$ cat src/rtl/mem_port_arb.sv
// mem_port_arb: arbitrates NUM_CH byte-serial read/write requesters onto one byte-wide RAM port.
// Latency: grant registered from IDLE; write done at T+L, read done + rdata at T+L+1 (T = first XFER cycle).
// Backpressure: rdy_in low freezes all state/outputs; io_buffer_full parks I/O-space write bytes in IO_WAIT.
// Build option: define MEM_PORT_ARB_RR_EN for round-robin arbitration; default is fixed priority (lowest index wins).
module mem_port_arb #(
  parameter int         NUM_CH     = 2,
  parameter logic [1:0] IO_ADDR_HI = 2'b11
) (
  input  logic                  clk_in,
  input  logic                  rst_in,
  input  logic                  rdy_in,
  input  logic [NUM_CH-1:0]     req_valid,
  input  logic [NUM_CH-1:0]     req_we,
  input  logic [3*NUM_CH-1:0]   req_len,
  input  logic [32*NUM_CH-1:0]  req_addr,
  input  logic [32*NUM_CH-1:0]  req_wdata,
  output logic [NUM_CH-1:0]     req_done,
  output logic [31:0]           rdata,
  input  logic [7:0]            mem_din,
  output logic [7:0]            mem_dout,
  output logic [31:0]           mem_a,
  output logic                  mem_wr,
  input  logic                  io_buffer_full
);

  localparam int IW = (NUM_CH > 1) ? $clog2(NUM_CH) : 1;

  typedef enum logic [1:0] {
    IDLE    = 2'd0,
    XFER    = 2'd1,
    IO_WAIT = 2'd2,
    DONE    = 2'd3
  } state_t;

  state_t        state_q, state_d;
  logic [IW-1:0] gnt_q, gnt_d;
  logic          we_q, we_d;
  logic [2:0]    len_q, len_d;
  logic [2:0]    cnt_q, cnt_d;
  logic [31:0]   addr_q, addr_d;
  logic [31:0]   wdata_q, wdata_d;
  logic [31:0]   rdata_q, rdata_d;

  logic          win_vld;
  logic [IW-1:0] win_idx;
  logic [2:0]    win_len;
  logic [31:0]   cur_a;
  logic          byte_phase;
  logic          io_block;
  logic          issue;
  logic [1:0]    rsel;

`ifdef MEM_PORT_ARB_RR_EN
  logic [IW-1:0] ptr_q, ptr_d;
  logic [IW-1:0] cand;

  // Round-robin pick: first requester found scanning upward from ptr_q, wrapping at NUM_CH
  always_comb begin
    win_vld = 1'b0;
    win_idx = '0;
    cand    = '0;
    for (int i = 0; i < NUM_CH; i++) begin
      cand = IW'((int'(ptr_q) + i) % NUM_CH);
      if (!win_vld && req_valid[cand]) begin
        win_vld = 1'b1;
        win_idx = cand;
      end
    end
  end
`else
  // Fixed priority pick: scanning downward lets the lowest requesting index overwrite last
  always_comb begin
    win_vld = 1'b0;
    win_idx = '0;
    for (int i = NUM_CH - 1; i >= 0; i--) begin
      if (req_valid[i]) begin
        win_vld = 1'b1;
        win_idx = IW'(i);
      end
    end
  end
`endif

  // Normalise the winner's byte count: only 1 and 2 are taken literally, everything else is a word
  always_comb begin
    case (req_len[3*win_idx +: 3])
      3'd1:    win_len = 3'd1;
      3'd2:    win_len = 3'd2;
      default: win_len = 3'd4;
    endcase
  end

  // Byte-cycle decode and RAM port drive; the port is all-zero whenever no byte is issued
  always_comb begin
    cur_a      = addr_q + {29'd0, cnt_q};
    byte_phase = (state_q == XFER) && (cnt_q < len_q);
    io_block   = byte_phase && we_q && (cur_a[17:16] == IO_ADDR_HI) && io_buffer_full;
    issue      = byte_phase && !io_block;
    rsel       = cnt_q[1:0] - 2'd1;
    mem_a      = issue ? cur_a : 32'd0;
    mem_wr     = issue && we_q;
    mem_dout   = (issue && we_q) ? wdata_q[{cnt_q[1:0], 3'b000} +: 8] : 8'h00;
    rdata      = rdata_q;
  end

  // One-hot completion pulse for the granted channel while in DONE
  always_comb begin
    req_done = '0;
    for (int i = 0; i < NUM_CH; i++) begin
      req_done[i] = (state_q == DONE) && (gnt_q == IW'(i));
    end
  end

  // Next-state logic; everything holds by default so rdy_in low simply skips the case
  always_comb begin
    state_d = state_q;
    gnt_d   = gnt_q;
    we_d    = we_q;
    len_d   = len_q;
    cnt_d   = cnt_q;
    addr_d  = addr_q;
    wdata_d = wdata_q;
    rdata_d = rdata_q;
`ifdef MEM_PORT_ARB_RR_EN
    ptr_d   = ptr_q;
`endif
    if (rdy_in) begin
      case (state_q)
        IDLE: begin
          if (win_vld) begin
            // Latch the request so a requester dropping req_valid cannot disturb the transfer
            gnt_d   = win_idx;
            we_d    = req_we[win_idx];
            len_d   = win_len;
            addr_d  = req_addr[32*win_idx +: 32];
            wdata_d = req_wdata[32*win_idx +: 32];
            cnt_d   = 3'd0;
            rdata_d = 32'd0;
            state_d = XFER;
`ifdef MEM_PORT_ARB_RR_EN
            ptr_d   = IW'((int'(win_idx) + 1) % NUM_CH);
`endif
          end
        end
        XFER: begin
          // RAM answers one cycle after the address: at count k we receive byte k-1
          if (!we_q && cnt_q != 3'd0) begin
            rdata_d[{rsel, 3'b000} +: 8] = mem_din;
          end
          if (io_block) begin
            state_d = IO_WAIT;
          end else if (cnt_q < len_q) begin
            cnt_d = cnt_q + 3'd1;
            if (we_q && (cnt_q + 3'd1 == len_q)) begin
              state_d = DONE;
            end
          end else begin
            // Read drain cycle: last byte captured above
            state_d = DONE;
          end
        end
        IO_WAIT: begin
          if (!io_buffer_full) begin
            state_d = XFER;
          end
        end
        DONE: begin
          state_d = IDLE;
        end
        default: begin
          state_d = IDLE;
        end
      endcase
    end
  end

  // State registers with synchronous reset taking priority over rdy_in
  always_ff @(posedge clk_in) begin
    if (rst_in) begin
      state_q <= IDLE;
      gnt_q   <= '0;
      we_q    <= 1'b0;
      len_q   <= 3'd0;
      cnt_q   <= 3'd0;
      addr_q  <= 32'd0;
      wdata_q <= 32'd0;
      rdata_q <= 32'd0;
`ifdef MEM_PORT_ARB_RR_EN
      ptr_q   <= '0;
`endif
    end else begin
      state_q <= state_d;
      gnt_q   <= gnt_d;
      we_q    <= we_d;
      len_q   <= len_d;
      cnt_q   <= cnt_d;
      addr_q  <= addr_d;
      wdata_q <= wdata_d;
      rdata_q <= rdata_d;
`ifdef MEM_PORT_ARB_RR_EN
      ptr_q   <= ptr_d;
`endif
    end
  end

endmodule

$ cat config.mk
export PLATFORM = sky130hd
export DESIGN_NAME = mem_port_arb
export DESIGN_NICKNAME = d
export VERILOG_FILES = /design/src/rtl/mem_port_arb.sv
export SDC_FILE = /design/constraint.sdc
export NUM_CORES = 1
export LEC_CHECK = 0
export CORE_MARGIN = 10
export CORE_UTILIZATION = 45
export CTS_CLUSTER_DIAMETER = 30
export DETAILED_ROUTE_END_ITERATION = 8
export GPL_ROUTABILITY_DRIVEN = 0
export PLACE_DENSITY = 0.81
export SETUP_SLACK_MARGIN = 0.02
export SYNTH_ARGS = -nofsm -noshare
export SYNTH_HDL_FRONTEND = slang
export SYNTH_SLANG_ARGS = --single-unit
$ cat constraint.sdc
create_clock -name clk_in -period 3.4 [get_ports clk_in]
set_clock_uncertainty 0.15 [all_clocks]
set_input_delay 0.51 -clock clk_in [delete_from_list [all_inputs] [get_ports clk_in]]
set_output_delay 0.51 -clock clk_in [all_outputs]
set_load 0.05 [all_outputs]
==> reports/results.ini <==
[sta]
drv_slew = 0
max_freq_mhz = 271
layout_setup_ws_ns = -0.287
tightest_slew_ns = 0.910
finalCriticalPeriod_ns = 3.69
hold_viol_final = 0
relSlewSlack_pct = 39.2
fin_setup_tns_ns = -10.65
rsz0062_at_grt = true
period_share_pct = 108
setup_viol = 41

[critical_path]
cp_data_arrival_time_ns = 3.03
r2r_setup_slack_ns = 0.15
crit_type = reg2out
crit_path_start_kind = flip-flop
reg2reg_to = cnt_q[1]$_SDFFE_PP0P_
cp.required_ns = 2.74
r2r-start = addr_q[0]$_SDFFE_PP0P_
endpoint_kind = output pin
reg2reg_depth = 11
crit_path_max_fanout = 6

[synth]
synth-async-reset-ratio_pct = 0
synth_flop_cell = dfxtp_1
synth_cells = 684
avgSynthCellArea_um2 = 8.56
synth.distinct_cells = 52
ys_ff_latch = 106
synth_area_leaders = dfxtp_1, mux2i_1, a211oi_1, nor2_1, or3_1
synth_edf_count = 0
ys_seq_area_share_pct = 36.2
syn-cell-area_mm2 = 0.00586
yosys_warnings = 0
synth.top_cell.area_share_pct = 36.2
synth_nets = 846
post-synth-top-area-cell = dfxtp_1

[cts]
clkLatencyLatePin_ns = 0.34
numCtsBuffers = 9
clk_pin_slew_worst_paths_ns = 0.07
cts_buffer_depth = 2
cts_tree = yes
clock-sinks = 106
root_buffer = clkbuf_16
htreeDepth = 3
cts_hold_buf = 0

[floorplanning]
rows = 41
dieArea_mm2 = 0.0180
pin_count = 225
die_height_um = 134
die_width_um = 134
initial_utilization_pct = 46.2
core_area_mm2 = 0.0127

[run]
max_cap_viol_count = 0

[run_status]
outcome = finished, violations left
violations = setup timing

[final_layout]
area_growth_pct = 59.4
num_antenna_cells = 0
drive_above_1_share_pct = 18.2
final_cell_count_no_fill = 1082
finalNetCount = 1067
final_common_cell = clkdlybuf4s50_1
final_cell_mix = clkdlybuf4s50_1, dfxtp_1, nor2_1, a211oi_1, mux2i_1

[pwr]
power.density_mw_per_mm2 = 364
leakage_uw = 0.00330
swShare_pct = 28.2
comb_power_share_pct = 22.9
p_int_uw = 2440
clkPwrFrac_pct = 35.5
peakVddDrop_mv = 0.257
p_seq_share_pct = 41.6
switchingPower_uw = 961

[global_route]
grt_use_met1_pct = 24.3
busiest_layer = met2
met2_usage_pct = 39.8
grt_overflow = 0
grt_pass1_vias = 6220
grt_util_met3_pct = 6.01
antenna_found_initial = 0
grt.total_usage_pct = 22.0
grt_pass1_wl_um = 32500
grt_max_degree = 137

[drt]
num_vias = 6066
antenna_left = 0
drc = 0
wl_per_cell_um = 19.8
drtIter0Drc = 451
routed_wl_um = 21400
avgViaCountPerCell = 5.61
dr.pass1.iters = 5

[min_path]
min_from = rdata[12]$_SDFFE_PP0P_
whs_path_depth = 2
hold_path_end = rdata[12]$_SDFFE_PP0P_
min-delay-path-class = reg2reg

[placement]
place_hpwl_um = 15600
dpl.cell_count = 1058
port_buffers = 224
post-place-ws_ns = -0.0321

[worst max path at each step]
| stage | startpoint | endpoint | slack, ns | cells after the start |
|---|---|---|---|---|
| after global placement | cnt_q[0]$_SDFFE_PP0P_ | mem_dout[1] | 0.12 | 10 |
| after detailed placement | addr_q[0]$_SDFFE_PP0P_ | mem_dout[7] | -0.03 | 11 |
| after global routing | addr_q[0]$_SDFFE_PP0P_ | mem_dout[5] | -0.34 | 10 |
| final | addr_q[0]$_SDFFE_PP0P_ | mem_dout[5] | -0.29 | 10 |
| after floorplan | cnt_q[0]$_SDFFE_PP0P_ | mem_a[10] | 0.01 | 9 |
| after CTS | addr_q[0]$_SDFFE_PP0P_ | mem_dout[5] | -0.23 | 10 |
[routing by layer]
metal	wire length, um	up-vias
li1	-	2907
met1	8330	2847
met2	11000	264
met3	1500	48
met4	529	0
met5	0	-
[flip-flops by register name, summed over array words and instances (netlist names)]
register  flops
cnt_q         3
rdata        32
wdata_q      32
len_q         3
state_q       2
we_q          1
addr_q       32
gnt_q         1
[power groups by stage]
stage	clock network (uW)	logic (uW)	registers (uW)
after floorplan	0	404	1420
after global placement	0	714	1420
after detailed placement	0	732	1430
after CTS	1210	761	1410
after global routing	1250	839	1420
final	1210	781	1410
[critical path: stages, from the launching register on]
cell and delay, ns:
dfxtp_2 0.36, ha_4 0.15, fa_2 0.22, a21o_1 0.16, or4b_4 0.50, or3_4 0.38, a22oi_4 0.22, a31oi_4 0.14
buf_6 0.22, and3_4 0.18, buf_12 0.14
[cell type report]
class | count | area [um^2]
sequential | 106 | 2130
timing repair buffer | 260 | 2810
fill | 897 | 3330
clock buffer | 9 | 225
inverter | 9 | 33.8
tap | 172 | 215
clock inverter | 7 | 124
multi-input combinational | 519 | 3810
[synth_stat cells, types with 4 or more instances]
| cell type | n |
|---|---|
| nor2_1 | 122 |
| dfxtp_1 | 106 |
| a211oi_1 | 67 |
| mux2i_1 | 66 |
| clkbuf_1 | 43 |
| nand2_1 | 39 |
| a21oi_1 | 36 |
| or3_1 | 29 |
| nand3_1 | 18 |
| xnor2_1 | 16 |
| xor2_1 | 15 |
| and3_1 | 12 |
| ha_1 | 11 |
| nand2b_1 | 11 |
| inv_1 | 9 |
| a22oi_1 | 8 |
| mux4_2 | 8 |
| nand4_1 | 7 |
| o21ai_0 | 6 |
| and2_1 | 5 |
| nor3_1 | 5 |
| and4_1 | 4 |
[per-stage QoR]
stage,cell area [um^2],util [%],hold slack [ns],power (uW)
floorplan,5980,-,0.325,1820
global placement,8560,67.6,0.291,2140
detailed placement,8560,67.6,0.299,2160
CTS,9250,73.0,0.308,3380
global route,9340,73.7,0.329,3510
finish,9340,73.7,0.307,3400
[kinds of logic (layout without fill, tap and decap cells)]
group           after synthesis  count (layout)  share of synthesized area, %
mux                          74              74                          14.4
xor+xnor                     31              31                          4.64
buf+inv                      59             285                          4.10
compound gates              136             136                          16.2
flops                       106             106                          36.2
fa+ha+maj                    12              12                          2.69
simple gates                266             266                          21.7
[what timing repair did]
item,CTS,global route
setup buffers,3,3
endpoints found under the setup margin,41,41
pin swaps,22,8
resized for setup,77,7
gates cloned,1,1
(Power assumes the default switching activity.)
